**src/rtl/dcache_pkg.sv**
```systemverilog
// Shared definitions for the dcache line-transfer controller.
// Holds the controller state encoding, default geometry and width helpers.
// No logic; imported by the controller and anything that decodes its state.
package dcache_pkg;

    // Default geometry: word width, memblock word address, line size, memory word address
    localparam int DC_DATABITS    = 32;
    localparam int DC_ADDRBITS    = 5;
    localparam int DC_LINEBITS    = 2;
    localparam int DC_MEMADDRBITS = 30;

    // Controller states
    typedef enum logic [2:0] {
        ST_IDLE     = 3'd0,
        ST_WB_RD    = 3'd1,
        ST_WB_WR    = 3'd2,
        ST_FILL_REQ = 3'd3,
        ST_FILL_WR  = 3'd4,
        ST_DONE     = 3'd5
    } state_t;

    // Words per cache line
    function automatic int line_words(input int linebits);
        return 1 << linebits;
    endfunction

    // Width of a memory line address (memory word address minus the word-in-line bits)
    function automatic int mem_line_bits(input int memaddrbits, input int linebits);
        return memaddrbits - linebits;
    endfunction

    // Width of a cache line index
    function automatic int line_idx_bits(input int addrbits, input int linebits);
        return addrbits - linebits;
    endfunction

endpackage

```
**src/rtl/dcache_flush_ctrl.sv**
```systemverilog
// Copies one cache line memblock->memory (writeback), memory->memblock (fill), or both.
// Latency: 2 cycles per word per direction with zero-wait memory, +1 per memory wait cycle.
// Backpressure: holds mem_req with stable address/data until mem_ack; start only taken in IDLE.
module dcache_flush_ctrl
    import dcache_pkg::*;
#(
    parameter int DATABITS    = DC_DATABITS,
    parameter int ADDRBITS    = DC_ADDRBITS,
    parameter int LINEBITS    = DC_LINEBITS,
    parameter int MEMADDRBITS = DC_MEMADDRBITS
) (
    input  logic                                        clk,
    input  logic                                        reset,
    input  logic                                        start,
    input  logic                                        do_wb,
    input  logic                                        do_fill,
    input  logic [line_idx_bits(ADDRBITS, LINEBITS)-1:0]    line_idx,
    input  logic [mem_line_bits(MEMADDRBITS, LINEBITS)-1:0] wb_line,
    input  logic [mem_line_bits(MEMADDRBITS, LINEBITS)-1:0] fill_line,
    output logic                                        busy,
    output logic                                        done,
    output logic                                        flush_mode,
    output logic [ADDRBITS-1:0]                         flush_addr,
    output logic [DATABITS-1:0]                         flush_in,
    output logic                                        flush_we,
    input  logic [DATABITS-1:0]                         cache_rdata,
    output logic                                        mem_req,
    output logic                                        mem_we,
    output logic [MEMADDRBITS-1:0]                      mem_addr,
    output logic [DATABITS-1:0]                         mem_wdata,
    input  logic                                        mem_ack,
    input  logic [DATABITS-1:0]                         mem_rdata
);

    localparam int IDXBITS   = line_idx_bits(ADDRBITS, LINEBITS);
    localparam int MLBITS    = mem_line_bits(MEMADDRBITS, LINEBITS);
    localparam int LINEWORDS = line_words(LINEBITS);
    localparam logic [LINEBITS-1:0] LAST_WORD = LINEBITS'(LINEWORDS - 1);

    state_t                state, state_n;
    logic [LINEBITS-1:0]   word_cnt, word_cnt_n;
    logic [IDXBITS-1:0]    idx_q, idx_n;
    logic [MLBITS-1:0]     wb_line_q, wb_line_n;
    logic [MLBITS-1:0]     fill_line_q, fill_line_n;
    logic                  do_fill_q, do_fill_n;
    logic [DATABITS-1:0]   flush_in_n;
    logic                  mode_n;
    logic                  wr_first;
    logic [DATABITS-1:0]   wdata_q;

    // Next-state, word counter and command latch decisions
    always_comb begin
        state_n     = state;
        word_cnt_n  = word_cnt;
        idx_n       = idx_q;
        wb_line_n   = wb_line_q;
        fill_line_n = fill_line_q;
        do_fill_n   = do_fill_q;
        flush_in_n  = flush_in;
        case (state)
            ST_IDLE: begin
                if (start) begin
                    idx_n       = line_idx;
                    wb_line_n   = wb_line;
                    fill_line_n = fill_line;
                    do_fill_n   = do_fill;
                    word_cnt_n  = '0;
                    if (do_wb)
                        state_n = ST_WB_RD;
                    else if (do_fill)
                        state_n = ST_FILL_REQ;
                    else
                        state_n = ST_DONE;
                end
            end
            // One cycle for the memblock read to come back
            ST_WB_RD: state_n = ST_WB_WR;
            ST_WB_WR: begin
                if (mem_ack) begin
                    word_cnt_n = word_cnt + LINEBITS'(1);
                    if (word_cnt == LAST_WORD)
                        state_n = do_fill_q ? ST_FILL_REQ : ST_DONE;
                    else
                        state_n = ST_WB_RD;
                end
            end
            ST_FILL_REQ: begin
                if (mem_ack) begin
                    flush_in_n = mem_rdata;
                    state_n    = ST_FILL_WR;
                end
            end
            ST_FILL_WR: begin
                word_cnt_n = word_cnt + LINEBITS'(1);
                state_n    = (word_cnt == LAST_WORD) ? ST_DONE : ST_FILL_REQ;
            end
            ST_DONE: state_n = ST_IDLE;
            default: state_n = ST_IDLE;
        endcase
        mode_n = (state_n != ST_IDLE) && (state_n != ST_DONE);
    end

    // State, latches and registered outputs, all derived from the next state
    always_ff @(posedge clk or posedge reset) begin
        if (reset) begin
            state       <= ST_IDLE;
            word_cnt    <= '0;
            idx_q       <= '0;
            wb_line_q   <= '0;
            fill_line_q <= '0;
            do_fill_q   <= 1'b0;
            wr_first    <= 1'b0;
            wdata_q     <= '0;
            busy        <= 1'b0;
            done        <= 1'b0;
            flush_mode  <= 1'b0;
            flush_addr  <= '0;
            flush_in    <= '0;
            flush_we    <= 1'b0;
            mem_req     <= 1'b0;
            mem_we      <= 1'b0;
            mem_addr    <= '0;
        end else begin
            state       <= state_n;
            word_cnt    <= word_cnt_n;
            idx_q       <= idx_n;
            wb_line_q   <= wb_line_n;
            fill_line_q <= fill_line_n;
            do_fill_q   <= do_fill_n;
            flush_in    <= flush_in_n;
            busy        <= (state_n != ST_IDLE);
            done        <= (state_n == ST_DONE);
            flush_mode  <= mode_n;
            flush_addr  <= mode_n ? {idx_n, word_cnt_n} : '0;
            flush_we    <= (state_n == ST_FILL_WR);
            mem_req     <= (state_n == ST_WB_WR) || (state_n == ST_FILL_REQ);
            mem_we      <= (state_n == ST_WB_WR);
            if (state_n == ST_WB_WR)
                mem_addr <= {wb_line_n, word_cnt_n};
            else if (state_n == ST_FILL_REQ)
                mem_addr <= {fill_line_n, word_cnt_n};
            else
                mem_addr <= '0;
            // Marks the first WB_WR cycle, when the read data is on cache_rdata
            wr_first    <= (state_n == ST_WB_WR) && (state != ST_WB_WR);
            if (wr_first)
                wdata_q <= cache_rdata;
        end
    end

    // Read data is live only in the first WB_WR cycle; the captured copy holds it through waits
    assign mem_wdata = wr_first ? cache_rdata : wdata_q;

endmodule

```
**config.mk**
```make
export PLATFORM = sky130hd
export DESIGN_NAME = dcache_flush_ctrl
export DESIGN_NICKNAME = d
export VERILOG_FILES = /design/src/rtl/dcache_pkg.sv /design/src/rtl/dcache_flush_ctrl.sv
export SDC_FILE = /design/constraint.sdc
export NUM_CORES = 1
export LEC_CHECK = 0
export CAP_MARGIN = 10
export CORE_MARGIN = 2
export CORE_UTILIZATION = 35
export CTS_CLUSTER_SIZE = 40
export DETAILED_ROUTE_END_ITERATION = 10
export PLACE_DENSITY = 0.68
export SLEW_MARGIN = 20
export SYNTH_ARGS = -nofsm -noshare
export SYNTH_HDL_FRONTEND = slang
export SYNTH_SLANG_ARGS = --single-unit
```
**constraint.sdc**
```tcl
create_clock -name clk -period 5.6 [get_ports clk]
set_input_delay 1.12 -clock clk [delete_from_list [all_inputs] [get_ports clk]]
set_output_delay 1.12 -clock clk [all_outputs]
set_load 0.01 [all_outputs]
```
## Yosys cells after proc, flatten, opt, wreduce, memory -nomap -nowiden

Cells that the tools add are included.

- Output and inout port bits: 105
- Register bits after elaboration: 171
- Input bits: 129

- Reduce and logical (&&, ||, !) cells: 7
- Mux-type cells: 22
- Add/subtract/negate cells: 1
- Equal/unequal tests: 11

Operator list:

| operator | number |
|---|---|
| $mux W28 | 4 |
| $mux W30 | 2 |
| $mux W32 | 1 |
| $mux W3 | 10 |
| $pmux W3 S5 | 1 |
| $eq A3 B2 Y1 const B | 4 |
| $eq A3 B3 Y1 const B | 3 |
| $pmux W2 S3 | 1 |
| $mux W5 | 1 |
| $mux W2 | 2 |
| $reduce_and A2 Y1 | 2 |
| $eq A3 B1 Y1 const B | 1 |
| $logic_not A3 Y1 | 1 |
| $ne A3 B2 Y1 const B | 1 |
| $ne A3 B3 Y1 const B | 1 |
| $reduce_bool A3 Y1 | 1 |
| $add A2 B1 Y2 const B | 1 |
| $eq A2 B2 Y1 const B | 1 |
| $logic_and A1 B1 Y1 | 2 |
| $logic_or A1 B1 Y1 | 1 |

## Depth between registers and ports, before layout

- Word-level depth: 7
- Mapped depth: 6

## Least setup slack after synthesis

Ideal clock, no wire load.

- Kind: input to output
- Start: input port cache_rdata[0]
- End: output port mem_wdata[0]
- Arrival: 1.403 ns
- Buffers on the path: 0
- Setup slack: 3.077 ns
- Cell stages on the path: 1
- Path through: mux2_2

- Cells in the longest elaborated chain, start to end: 1

RTL lines:

| what | line | source |
|---|---|---|
| from (decl) | dcache_flush_ctrl.sv:26 | `input logic [DATABITS-1:0] cache_rdata,` |
| $mux W32 | - |  |
| to (decl) | dcache_flush_ctrl.sv:30 | `output logic [DATABITS-1:0] mem_wdata,` |

No other way between the ends.

## Worst setup path in the final report

Same ends and word-level chain as after synthesis.

==> metrics.md <==
| Metric | Value |
|---|---|
| Sequential cell area | 0.00428 mm^2 |
| Unrepaired setup endpoints after global routing | false |
| MaxCap Viol Count | 0 |
| Routed WL | 14.8 mm |
| Total track usage | 15.3% |
| Critical Path End Type | output port |
| WP data arrival | 2320 ps |
| Critical path class | primary input to output port |
| VDD IR max | 0.000250 V |
| Post-Syn Area | 0.00653 mm^2 |
| CTS Buffer Depth | 2 |
| Synth top area share | 65.5% |
| Worst relative slew slack | 33.4% |
| Area of the multi-input gates | 0.00208 mm^2 |
| Leak | 4.10 nW |
| End of the worst hold path | wb_line_q[18] |
| Hold path start | wb_line_q[18] |
| Final Hold Vio Count | 0 |
| Synth Area in Compound Gates | 1.40% |
| TritonCTS Buffers | 17 |
| Post-Synthesis Cells | 427 |
| CP cell instances | clkdlybuf4s50_1 -> mux2_2 -> clkdlybuf4s50_1 |
| Die ar. | 0.0198 mm^2 |
| Total grt overflow | 0 |
| Synth Area per Inst | 15.3 um^2 |
| Setup_tns | 0 ps |
| Vias in the first global route | 4594 |
| Synth unique cells | 30 |
| Final setup fails | 0 |
| Synth top area cells | dfrtp_1 66%, mux2_2 19%, mux2i_1 4.9%, nor2_1 1.8%, buf_6 1.2% |
| Logic gate share of total power | 42.9% |
| H-tree depth reported by CTS | 4 |
| RePlAce Congestion | 0.782 |
| CTS Sinks | 171 |
| Hold_ws | 486 ps |
| CP Data Required Time | 4480 ps |
| Cell Int Power | 0.00399 W |
| Internal reg-to-reg setup slack | 3200 ps |
| Largest area contributor in the netlist | dfrtp_1 |
| Cell Pwr Density | 595 mW/mm^2 |
| Pin count of the biggest net entering global routing | 91 |
| Share of cells above drive strength 1 | 22.9% |
| Reg-to-reg endpoint | flush_addr[0] |
| Starting Density | 36.0% |
| Die H | 141 um |
| CORE AREA | 0.0181 mm^2 |
| Clock slew at reported path FFs | 60 ps |
| Flop pwr share | 36.4% |
| Worst r2r src | state[1] |
| Switching part of the total | 30.7% |
| Hold path depth | 1 |
| Drt drc | 0 |
| Cts repair resizes | 0 |
| Fin nets | 789 |
| Largest family of logic cells by synthesized area | multiplexers |
| Synth Area in XOR/XNOR | 0.134% |
| Worst-Margin Slew | 998 ps |
| ANT nets after route | 0 |
| Worst Skew | 8.26 ps |
| WL per Instance | 16.4 um |
| Post-synthesis net count | 557 |
| Cts hold-fix bufs | 0 |
| Clock power share | 20.7% |
| Iter 0 DRT Violations | 185 |
| Proportion of synthesized area in mux cells | 25.8% |
| Area delta synth->final | 48.0% |
| Post-CTS Setup Bufs | 0 |
| Fillcell total | 1502 |
| Post-synthesis sequential area ratio | 65.5% |
| P_sw | 0.00177 W |
| Tcrit/Tclk final | 61.4% |
| Max frequency | 291 MHz |
| FP Rows | 49 |
| HPWL Detailed | 10.3 mm |
| Slowest-stage cell, CP | clkdlybuf4s50_1 |
| Synthesis Warnings | 0 |
| CTS root buf | clkbuf_16 |
| Crit path max fanout | 2 |
| # IOs | 234 |
| Worst reg-to-reg path cell count | 5 |
| Slew Viols, Final | 0 |
| Die span in x | 141 um |
| Most used cell, CP | clkdlybuf4s50_1 |
| #FFs+latches synth | 171 |
| Status | complete, no violations |
| First-pass GRT wire length | 23.7 mm |
| Total number of vias | 4118 |
| Largest stage delay on the critical path | 500 ps |
| HP Class | register to register |
| Post-Synth Simple-Gate Area | 3.89% |
| Via density | 4.57 |
| Crit start category | primary input |
| Antenna violations before repair | 0 |
| Pre-Repair DR Iteration Count | 4 |
| CTS tree | built |
| Adder-cell share of the synthesized area | 0.192% |
| Ant. Diodes | 0 |
| Buffers on Ports | 233 |
| Worst-skew pair later-pin latency | 410 ps |
| Min cycle time layout | 3440 ps |
==> power by group through the flow <==
stage	clock network, W	logic, W	registers (W)
floorplan	0	0.00136	0.00212
global placement	0	0.00244	0.00209
detailed placement	0	0.00251	0.00212
CTS	0.00123	0.00252	0.00210
global route	0.00129	0.00267	0.00217
finish	0.00119	0.00247	0.00209
==> critical path: cells and delay by family <==
family | cells | cell delay (ps)
buffers and inverters | 2 | 920
muxes | 1 | 280
==> registers in the layout (all words and copies together), names as in the netlist <==
signal,count
wb_line_q,28
state,3
word_cnt,2
mem_req,1
flush_in,32
done,1
do_fill_q,1
flush_we,1
wr_first,1
fill_line_q,28
wdata_q,32
busy,1
idx_q,3
mem_addr,30
flush_addr,5
mem_we,1
flush_mode,1
==> worst max-delay path by stage <==
stage | startpoint | endpoint | slack (ps) | cells past startpoint
after global placement | start | mem_addr[20] | 2110 | 6
final | cache_rdata[0] | mem_wdata[0] | 2160 | 3
after CTS | cache_rdata[0] | mem_wdata[0] | 2140 | 3
after detailed placement | start | mem_addr[11] | 2050 | 6
after floorplan | reset | busy | 2300 | 1
after global routing | cache_rdata[0] | mem_wdata[0] | 2140 | 3
==> Yosys cell counts <==
| master | n |
|---|---|
| a211oi_1 | 5 |
| a21oi_1 | 4 |
| buf_1 | 3 |
| buf_2 | 6 |
| buf_4 | 2 |
| buf_6 | 7 |
| clkbuf_1 | 6 |
| dfrtp_1 | 171 |
| ha_1 | 1 |
| inv_1 | 11 |
| mux2_1 | 7 |
| mux2_2 | 113 |
| mux2_4 | 1 |
| mux2i_1 | 32 |
| nand2_1 | 5 |
| nand2b_1 | 4 |
| nand3_1 | 1 |
| nand3b_1 | 2 |
| nor2_1 | 32 |
| nor2b_1 | 1 |
| nor3_1 | 4 |
| nor3b_1 | 1 |
| nor4b_4 | 1 |
| o211ai_1 | 1 |
| o31a_2 | 1 |
| o31ai_1 | 1 |
| o32ai_1 | 1 |
| or2_2 | 1 |
| or3_1 | 1 |
| xnor2_1 | 1 |
==> cells in the final DEF, fill, tap and decap left out, types with 2 or more instances in the layout <==
cell type        count
clkinv_2             2
nand2_1              5
mux2_1               7
mux2i_1             32
bufinv_16            3
clkinvlp_4           4
nand3b_1             2
clkbuf_1             3
inv_1               10
nor2_1              32
nand2b_1             4
a21oi_1              4
clkbuf_8             2
nor3_1               4
clkdlybuf4s50_1    233
a211oi_1             5
buf_4                3
dfrtp_1            170
clkbuf_16           17
mux2_2             113
==> metrics by stage <==
step | cells | utilization [%] | total power (W) | instance area [um^2] | worst slack, ps
6_report | 901 | 53.3 | 0.00575 | 9670 | 2160
5_1_grt | 901 | 53.3 | 0.00613 | 9670 | 2140
4_1_cts | 901 | 53.3 | 0.00585 | 9670 | 2140
3_5_place_dp | 869 | 49.9 | 0.00463 | 9060 | 2050
3_3_place_gp | 869 | 49.9 | 0.00453 | 9060 | 2110
2_1_floorplan | 427 | - | 0.00348 | 6540 | 2300
==> area by class of cell <==
class,instances,share of cell area (%)
sequential,171,44.3
inverter,11,0.466
clock buffer,22,4.80
multi-input combinational,221,21.5
clock inverter,10,1.45
timing repair buffer,237,24.6
tap,229,2.96
==> per-layer routing <==
metal	global-route usage, %	wire length [um]
met5	0	0
met4	4.63	187
met3	4.04	848
met2	25.7	7240
met1	19.5	6490
==> cells by family (layout without fill, tap and decap cells) <==
logic type | Yosys count | after routing
muxes | 153 | 153
buffers and inverters | 35 | 280
xor gates and xnor gates | 1 | 1
adders and majority gates | 1 | 1
AOI/OAI and AO/OA | 13 | 13
DFF | 171 | 171
and+or+nand+nor | 53 | 53
Note: power is estimated with default switching activity, not from simulation.
